**config.mk**
```make
export PLATFORM = sky130hd
export DESIGN_NAME = fir_mac_engine
export DESIGN_NICKNAME = d
export VERILOG_FILES = /design/src/rtl/fir_mac_engine.sv
export SDC_FILE = /design/constraint.sdc
export NUM_CORES = 1
export LEC_CHECK = 0
export CORE_MARGIN = 3
export CORE_UTILIZATION = 35
export CTS_BUF_LIST = sky130_fd_sc_hd__clkbuf_8
export CTS_CLUSTER_SIZE = 30
export DETAILED_ROUTE_END_ITERATION = 10
export REMOVE_ABC_BUFFERS = 1
export SYNTH_ARGS = -nofsm -noshare
export SYNTH_HDL_FRONTEND = slang
export SYNTH_SLANG_ARGS = --single-unit
export TNS_END_PERCENT = 50
```
**constraint.sdc**
```tcl
create_clock -name clk -period 4 [get_ports clk]
set_clock_uncertainty 0.2 [all_clocks]
set_input_delay 0.6 -clock clk [delete_from_list [all_inputs] [get_ports clk]]
set_output_delay 0.6 -clock clk [all_outputs]
set_load 0.05 [all_outputs]
```
**src/rtl/fir_mac_engine.sv**
```systemverilog
// ============================================================================
//  Module      : fir_mac_engine
//  Description : Time-multiplexed FIR multiply-accumulate engine with saturating
//                output register, valid/ready handshake and sticky overrun flag.
//                Macro FIR_MAC_ROUND_EN selects round-half-up on the output shift.
//  Revision    : 1.0 - initial release
// ============================================================================
`default_nettype none

module fir_mac_engine #(
    parameter int DATA_W = 16,
    parameter int COEF_W = 16,
    parameter int TAPS   = 64,
    parameter int GUARD  = 2
) (
    input  logic                     clk,
    input  logic                     rst_n,
    input  logic                     clk_enable,
    input  logic                     tap_valid,
    input  logic [DATA_W-1:0]        data_in,
    input  logic [COEF_W-1:0]        coef_in,
    output logic [$clog2(TAPS)-1:0]  tap_idx,
    output logic                     out_valid,
    input  logic                     out_ready,
    output logic [DATA_W-1:0]        out_data,
    output logic                     overrun,
    input  logic                     overrun_clr
);

    localparam int ACC_W = DATA_W + COEF_W + GUARD;
    localparam int PRD_W = DATA_W + COEF_W;
    localparam int IDX_W = $clog2(TAPS);

    localparam logic [IDX_W-1:0] c_last_idx = IDX_W'(TAPS - 1);

    typedef enum logic [0:0] {
        S_IDLE = 1'b0,
        S_ACC  = 1'b1
    } state_t;

    state_t                    r_state;
    state_t                    w_state_nxt;
    logic [IDX_W-1:0]          r_tap_idx;
    logic signed [ACC_W-1:0]   r_acc;
    logic                      r_out_valid;
    logic [DATA_W-1:0]         r_out_data;
    logic                      r_overrun;

    logic                      w_accept;
    logic                      w_first;
    logic                      w_last;
    logic signed [PRD_W-1:0]   w_prod;
    logic signed [ACC_W-1:0]   w_prod_ext;
    logic signed [ACC_W-1:0]   w_sum;
    logic signed [ACC_W:0]     w_rnd;
    logic signed [ACC_W:0]     w_shift;
    logic [ACC_W:DATA_W-1]     w_hi;
    logic [DATA_W-1:0]         w_sat;

    assign w_accept = clk_enable & tap_valid;
    assign w_first  = (r_tap_idx == '0);
    assign w_last   = w_accept & (r_tap_idx == c_last_idx);

    assign w_prod     = $signed(data_in) * $signed(coef_in);
    assign w_prod_ext = ACC_W'(w_prod);
    assign w_sum      = w_first ? w_prod_ext : (r_acc + w_prod_ext);

    // One extra bit so the rounding constant can never wrap the final sum
`ifdef FIR_MAC_ROUND_EN
    localparam logic signed [ACC_W:0] c_round = (ACC_W+1)'(1) <<< (COEF_W - 2);
    assign w_rnd = {w_sum[ACC_W-1], w_sum} + c_round;
`else
    assign w_rnd = {w_sum[ACC_W-1], w_sum};
`endif

    assign w_shift = w_rnd >>> (COEF_W - 1);
    assign w_hi    = w_shift[ACC_W:DATA_W-1];

    always_comb begin
        w_sat = w_shift[DATA_W-1:0];
        if (!((&w_hi) || !(|w_hi))) begin
            w_sat = w_shift[ACC_W] ? {1'b1, {(DATA_W-1){1'b0}}}
                                   : {1'b0, {(DATA_W-1){1'b1}}};
        end
    end

    always_comb begin
        w_state_nxt = r_state;
        if (w_accept) begin
            if (r_tap_idx == c_last_idx) begin
                w_state_nxt = S_IDLE;
            end else if (w_first) begin
                w_state_nxt = S_ACC;
            end
        end
    end

    always_ff @(posedge clk or negedge rst_n) begin
        if (!rst_n) begin
            r_state   <= S_IDLE;
            r_tap_idx <= '0;
            r_acc     <= '0;
        end else if (w_accept) begin
            r_state   <= w_state_nxt;
            r_acc     <= w_sum;
            r_tap_idx <= (r_tap_idx == c_last_idx) ? '0 : r_tap_idx + 1'b1;
        end
    end

    // A result written on the same edge as a consume keeps out_valid high
    always_ff @(posedge clk or negedge rst_n) begin
        if (!rst_n) begin
            r_out_valid <= 1'b0;
            r_out_data  <= '0;
            r_overrun   <= 1'b0;
        end else if (clk_enable) begin
            if (w_last) begin
                r_out_data  <= w_sat;
                r_out_valid <= 1'b1;
            end else if (r_out_valid && out_ready) begin
                r_out_valid <= 1'b0;
            end
            if (w_last && r_out_valid && !out_ready) begin
                r_overrun <= 1'b1;
            end else if (overrun_clr) begin
                r_overrun <= 1'b0;
            end
        end
    end

    assign tap_idx   = r_tap_idx;
    assign out_valid = r_out_valid;
    assign out_data  = r_out_data;
    assign overrun   = r_overrun;

endmodule

`default_nettype wire

```
======== After elaboration in Yosys (flattened, before gate mapping) ========
Index checks and enable logic that the tools add are counted.
cells by class
  mux-type cells .......................... 8
  multipliers ............................. 1
  add/subtract/negate cells ............... 2
  reductions and logical operators ........ 14
  equal/unequal tests ..................... 1
  bitwise logic cells ..................... 2
operators with widths
  operator                                      number
  adder 34 x 32 -> 34 bit                       1
  2-to-1 mux 34 bit                             1
  multiplier 16 x 16 -> 32 bit                  1
  2-to-1 mux 16 bit                             2
  adder 6 x 1 -> 6 bit (second input constant)  1
  equality test 6 bit (second input constant)   1
  zero test 6 bit                               1
  2-to-1 mux 6 bit                              1
  AND reduction 2 bit                           3
  2-to-1 mux 1 bit                              4
  AND reduction 4 bit                           1
  nonzero test 2 bit                            2
  OR reduction 4 bit                            1
  logical AND 1 bit                             3
  AND 1 bit                                     2
  zero test 1 bit                               2
  logical OR 1 bit                              1
word-level totals
  bits of input ports ..................... 38
  logic and storage cells ................. 33
  bits in registers ....................... 58

======== Longest topological paths before layout ========
Gate-level depths: netlist of the first run.
  depth in word-level cells ............... 7
  gate-level depth with buffers ........... 37
  gate-level depth less buffers ........... 34

======== Worst setup path before layout of the first run ========
Ideal clock, no wire load.
  kind .................................... input to register
  from .................................... input data_in[15]
  to ...................................... register r_out_data[10] (netlist: out_data[10])
  setup slack ............................. -4.591 ns
  stages on the path ...................... 36
  path buffers ............................ 5
  arrival time ............................ 8.325 ns
  data required time ...................... 3.734 ns
  path through ............................ clkbuf_1 > nand2_1 > inv_1 > fa_1 > inv_1 > fa_1 > fa_1 > inv_1 > fa_1 > fa_1 > inv_1 > fa_1 > inv_1 > ha_1 > buf_4 > a211oi_1 > o21a_1 > o221a_1 > o31ai_1 > a21o_1 > a21oi_1 > xnor2_1 > ha_1 > clkbuf_1 > nand2_1 > o31ai_1 > nand2_1 > nor4_1 > a211oi_2 > o21ai_1 > mux2i_1 > or4b_1 > buf_2 > buf_6 > a31oi_1 > o22a_1
between the ends
  longest elaborated chain between the ends .. 7
RTL lines
  element                         line  text
  from (decl)                     20    input logic [DATA_W-1:0] data_in,
  multiplier 16 x 16 -> 32 bit *  64    assign w_prod = $signed(data_in) * $signed(coef_in);
  adder 34 x 32 -> 34 bit         66    assign w_sum = w_first ? w_prod_ext : (r_acc + w_prod_ext);
  2-to-1 mux 34 bit *             66
  OR reduction 4 bit              81    if (!((&w_hi) || !(|w_hi))) begin
  zero test 1 bit                 81
  logical OR 1 bit                81
  2-to-1 mux 16 bit *             81
  to (signal assigned)            118   r_out_data <= w_sat;
  to (decl)                       46    logic [DATA_W-1:0] r_out_data;
Every way passes the cells marked *; elsewhere a longest branch is shown, timed or not.
A chain may end at the register's enable or synchronous reset.

======== Worst setup path in the final report of the first run ========
  from .................................... input coef_in[7]
  to ...................................... register r_out_data[14] (netlist: out_data[14])
between the ends
  longest elaborated chain between the ends .. 7
RTL lines
  element                         line  text
  from (decl)                     21    input logic [COEF_W-1:0] coef_in,
  multiplier 16 x 16 -> 32 bit *  64
  adder 34 x 32 -> 34 bit         66
  2-to-1 mux 34 bit *             66
  OR reduction 4 bit              81
  zero test 1 bit                 81
  logical OR 1 bit                81
  2-to-1 mux 16 bit *             81
Marked as above.

==> results of run 1 <==
logic make-up after synthesis:
logic type,Yosys count
and+or+nand+nor,484
adders and majority gates,381
buffers and inverters,376
AOI/OAI and AO/OA,279
xor gates and xnor gates,65
DFF,58
muxes,11
sequential cells by signal, indices dropped and copies added (netlist names):
register / flops
r_acc: 34
out_data: 16
overrun: 1
tap_idx: 6
out_valid: 1
layer usage:
metal  share of wire  up-vias  global-route usage
met5               0        -                   0
met4           0.032        0              0.0663
met3           0.028       67              0.0181
met2            0.49      240               0.326
met1            0.45     6320               0.259
li1                -     5993                   -
what timing repair did:
item / 4_1_cts / 5_1_grt
gates cloned: 10 / 2
resized for setup: 352 / 192
hold buffers: 0 / 0
pin swaps: 124 / 139
endpoints found under the setup margin: 46 / 46
setup buffers: 51 / 27
endpoints found under the hold margin: 0 / 0
metrics by stage:
stage | area (sq um) | setup WS, ps | hold WS [ps] | cells
after detailed placement | 17800 | -5230 | 276 | 2472
after floorplan | 14200 | -4350 | 104 | 1587
after global routing | 20500 | -4550 | 265 | 2574
after global placement | 17800 | -5170 | 260 | 2472
after CTS | 19600 | -4230 | 209 | 2549
final | 20500 | -4330 | 190 | 2574
final cells by class:
| type | instances | area [sq um] | share of cell area |
|---|---|---|---|
| Sequential cell | 58 | 1450 | 0.0709 |
| Inverter | 309 | 1170 | 0.0571 |
| Clock inverter | 6 | 42.5 | 0.00208 |
| Clock buffer | 10 | 138 | 0.00673 |
| Tap cell | 532 | 666 | 0.0325 |
| Multi-Input combinational cell | 1220 | 13100 | 0.640 |
| Timing Repair Buffer | 439 | 3900 | 0.190 |
critical path, delay by kind of cell:
| kind | cells | cell delay [ps] |
|---|---|---|
| muxes | 1 | 260 |
| AOI/OAI and AO/OA | 9 | 1540 |
| adders and majority gates | 8 | 3600 |
| and+or+nand+nor | 5 | 1030 |
| buffers and inverters | 10 | 1250 |
| xor gates and xnor gates | 1 | 110 |
how the worst max path moves through the flow:
stage	start	cells past startpoint	slack, ps	endpoint
after floorplan	coef_in[1]	29	-4350	out_data[0]
after global placement	data_in[15]	31	-5170	out_data[14]
after detailed placement	data_in[15]	31	-5230	out_data[0]
after CTS	coef_in[5]	32	-4230	out_data[7]
after global routing	coef_in[7]	34	-4550	out_data[5]
final	coef_in[7]	34	-4330	out_data[14]
layout by cell type (no fill, tap or decap), types with 40 or more instances in the layout:
cell type and instances:
buf_4 311, inv_1 277, fa_1 235, nand2_1 194, and2_1 92, ha_1 79
dfrtp_1 58, buf_6 51, nor2_1 50, o21ai_0 40
==> flow_metrics.tcl, run 1 <==
set metrics [dict create \
    nets 2456 \
    ys_seq_area_frac 0.0999 \
    postSynthAreaPerCell_sq_um 8.78 \
    synth_compound_area_frac 0.126 \
    synth_top_family_by_area "adder cells" \
    viasPerCell 4.90 \
    synth_area_leaders "fa_1 36%, ha_1 10%, dfrtp_1 10%" \
    initial_core_util 0.355 \
    synthFlopType "dfrtp_1" \
    path_class "input pin to flip-flop" \
    wirelength_mm 41.4 \
    ys_warn_count 0 \
    antenna_found_initial 0 \
    dp_hpwl_mm 31.8 \
    reg2reg_depth 13 \
    reg2reg_setup_slack_ps 320 \
    synth-simple-area-share 0.161 \
    gp_congestion 0.909 \
    cts_made_buffers 9 \
    fill_cells 3749 \
    grt_usage 0.192 \
    dr.pass1.iters 5 \
    slew_headroom 0.379 \
    die_height_microns 210 \
    num_antenna_cells 0 \
    crit_top_cell "fa_1" \
    cpMaxStageDelayCell "fa_1" \
    clock_latency_ps 350 \
    synthAdderAreaFrac 0.464 \
    synth_top_area_frac 0.362 \
    setup_slack_ps -4330 \
    grt_pass1_wl_mm 69.7 \
    max-cap-violations 0 \
    worst_pin_slew_ps 932 \
    wl_per_cell_microns 16.1 \
    critPathCaptureType "flip-flop" \
    r2r_end "out_data[14]" \
    dieArea_sq_mm 0.0440 \
    fin_tns_setup_ps -154030 \
    chipWidth_microns 210 \
    yosys_register_bits 58 \
    synth_top_area_cell "fa_1" \
    worst_ep_required_time_ps 4090 \
    io_buffer_count 61 \
    muxShareOfSynthArea 0.00766 \
    period_share 2.08 \
    cpPeakStageDelay_ps 550 \
    htree_levels 3 \
    synthCells 1654 \
    cp.arrival_ps 8420 \
    synthMostInstantiatedCell "inv_1" \
    synth_edf_count 0 \
    hold_violations 0 \
    grt_setup_unrepaired "yes" \
    post-route-min-period_ps 8330 \
    grt_pass1_vias 13796 \
    vias 12620 \
    num_rows 74 \
    drc 0 \
    path_max_fanout 8 \
    area_growth_pct 40.8 \
    synth_common_cells "309 x inv_1, 263 x fa_1, 217 x nand2_1" \
    finalSetupViolCount 46 \
    r2r_start "r_acc[0]" \
    slew_viol_final 0 \
    grt_max_degree 40 \
    cp-start-kind "input pin" \
    cts-root-buf "clkbuf_8" \
    final_core_util 0.500 \
    status "finished with violations" \
    layout-drive-gt1-share 0.343 \
    violations "negative setup slack" \
    clock_path_buffers 2 \
    drtIter0Drc 622 \
    synth_xor_area_frac 0.0405 \
    synth_cell_types 72 \
    drtAntennaViolNets 0 \
    clk_pin_slew_ps 80 \
    async_reset_ff_frac 1.00 \
    synth.cell_area_sq_mm 0.0145 \
    cts_tree "built" \
    cts_num_sinks 58 \
    core_area_sq_mm 0.0409 \
    overflow 0 \
    max_freq_mhz 120 \
    hold_path.class "input pin to async pin" \
    io_pins 62 \
]
Power of run 1 is left out: the tool's default activity adds up to more than one toggle a clock period on the data nets, which glitch-free logic cannot reach.
==> run 2, diff against run 1 <==
--- a/config.mk
+++ b/config.mk
@@ -5,6 +5,7 @@
 export SDC_FILE = /design/constraint.sdc
 export NUM_CORES = 1
 export LEC_CHECK = 0
+export CORE_ASPECT_RATIO = 0.7
 export CORE_MARGIN = 3
 export CORE_UTILIZATION = 35
 export CTS_BUF_LIST = sky130_fd_sc_hd__clkbuf_8
==> flow_metrics.tcl, run 2 (synthesis results as in run 1) <==
set metrics [dict create \
    io_buffer_count 61 \
    max_freq_mhz 121 \
    post-route-min-period_ps 8280 \
    highest_layer "met4" \
    grt_usage 0.195 \
    io_pins 62 \
    gp_congestion 0.891 \
    vias 12823 \
    core_area_sq_mm 0.0403 \
    cpMaxStageDelayCell "fa_1" \
    hold_path.class "flip-flop to flip-flop" \
    htree_levels 3 \
    dp_hpwl_mm 32.6 \
    hold_violations 0 \
    dr.pass1.iters 5 \
    grt_pass1_vias 13417 \
    final_common_cell "buf_4" \
    worst_ep_required_time_ps 4130 \
    overflow 0 \
    die_height_microns 176 \
    nets 2466 \
    grt_max_degree 52 \
    finalSetupViolCount 46 \
    area_growth_pct 39.4 \
    drtAntennaViolNets 0 \
    viasPerCell 4.95 \
    violations "negative setup slack" \
    cts_num_sinks 58 \
    final_cell_mix "316 x buf_4, 284 x inv_1, 244 x fa_1, 196 x nand2_1, 95 x ha_1" \
    met2_length_mm 19.2 \
    status "finished with violations" \
    wl_met3_mm 2.76 \
    wirelength_mm 42.0 \
    clock_latency_ps 380 \
    top_register "r_acc" \
    cts-root-buf "clkbuf_8" \
    largest_register_ffs 34 \
    cts_tree "built" \
    chipWidth_microns 250 \
    wl_per_cell_microns 16.2 \
    worst_pin_slew_ps 585 \
    cp-start-kind "input pin" \
    max-cap-violations 0 \
    cp.arrival_ps 8410 \
    antenna_found_initial 2 \
    drc 0 \
    initial_core_util 0.361 \
    clk_pin_slew_ps 80 \
    path_class "input pin to flip-flop" \
    drt-met1-wl_mm 19.6 \
    path_max_fanout 8 \
    cts_made_buffers 9 \
    layout-drive-gt1-share 0.317 \
    setup_slack_ps -4280 \
    crit_top_cell "fa_1" \
    grt_pass1_wl_mm 69.4 \
    critPathCaptureType "flip-flop" \
    dieArea_sq_mm 0.0440 \
    num_rows 61 \
    drtIter0Drc 633 \
    slew_headroom 0.610 \
    clock_path_buffers 2 \
    period_share 2.07 \
    grt_setup_unrepaired "yes" \
    cpPeakStageDelay_ps 560 \
    slew_viol_final 0 \
    fin_tns_setup_ps -152880 \
]
==> run 2: worst paths after layout <==
| check | startpoint | to | slack (ps) | cells past startpoint |
|---|---|---|---|---|
| min reg2reg | r_acc[2] | r_acc[2] | 290 | 2 |
| max reg2reg | r_acc[0] | out_data[6] | 170 | 13 |
| max in group asynchronous | rst_n | tap_idx[2] | 2390 | 3 |
| min | r_acc[2] | r_acc[2] | 290 | 2 |
| max | data_in[11] | out_data[6] | -4280 | 33 |
| min in group asynchronous | rst_n | r_acc[6] | 520 | 2 |
==> run 2: routing by layer <==
metal | vias up | track usage
li1 | 6016 | -
met1 | 6447 | 0.286
met2 | 316 | 0.309
met3 | 44 | 0.0349
met4 | 0 | 0.0278
met5 | - | 0
==> run 2: cell type report <==
cell class | count | area, sq um
fillers | 3768 | 20000
clock inverters | 6 | 81.3
inverters | 309 | 1160
clock buffers | 10 | 138
diodes | 1 | 2.50
multi-input cells | 1220 | 12800
repair buffers | 449 | 3990
flip-flops and latches | 58 | 1450
well taps | 535 | 669
==> run 2: worst max-delay path: cells and delay by family <==
| family | cells | cell delay (ps) |
|---|---|---|
| multiplexers | 1 | 250 |
| AND/OR/NAND/NOR | 8 | 1760 |
| AO/OA/AOI/OAI | 7 | 1310 |
| buffers and inverters | 9 | 830 |
| adder cells (fa/ha/maj) | 8 | 3650 |
==> run 2: repair_timing <==
action	4_1_cts	5_1_grt
setup endpoints to repair	46	46
hold buffers	1	0
pin swaps	150	88
hold endpoints to repair	17	0
buffers inserted	69	6
cloned	12	0
resized for setup	357	110
==> run 2: stage by stage <==
stage | utilization | instance area (sq um) | instances | setup WS (ps) | hold slack [ps]
5_1_grt | 0.503 | 20300 | 2588 | -4560 | 321
3_3_place_gp | 0.446 | 18000 | 2492 | -5100 | 262
3_5_place_dp | 0.446 | 18000 | 2492 | -5300 | 282
4_1_cts | 0.492 | 19800 | 2584 | -4220 | 299
2_1_floorplan | - | 14200 | 1587 | -4350 | 104
6_report | 0.503 | 20300 | 2588 | -4280 | 294
Power of run 2 is left out for the same reason.
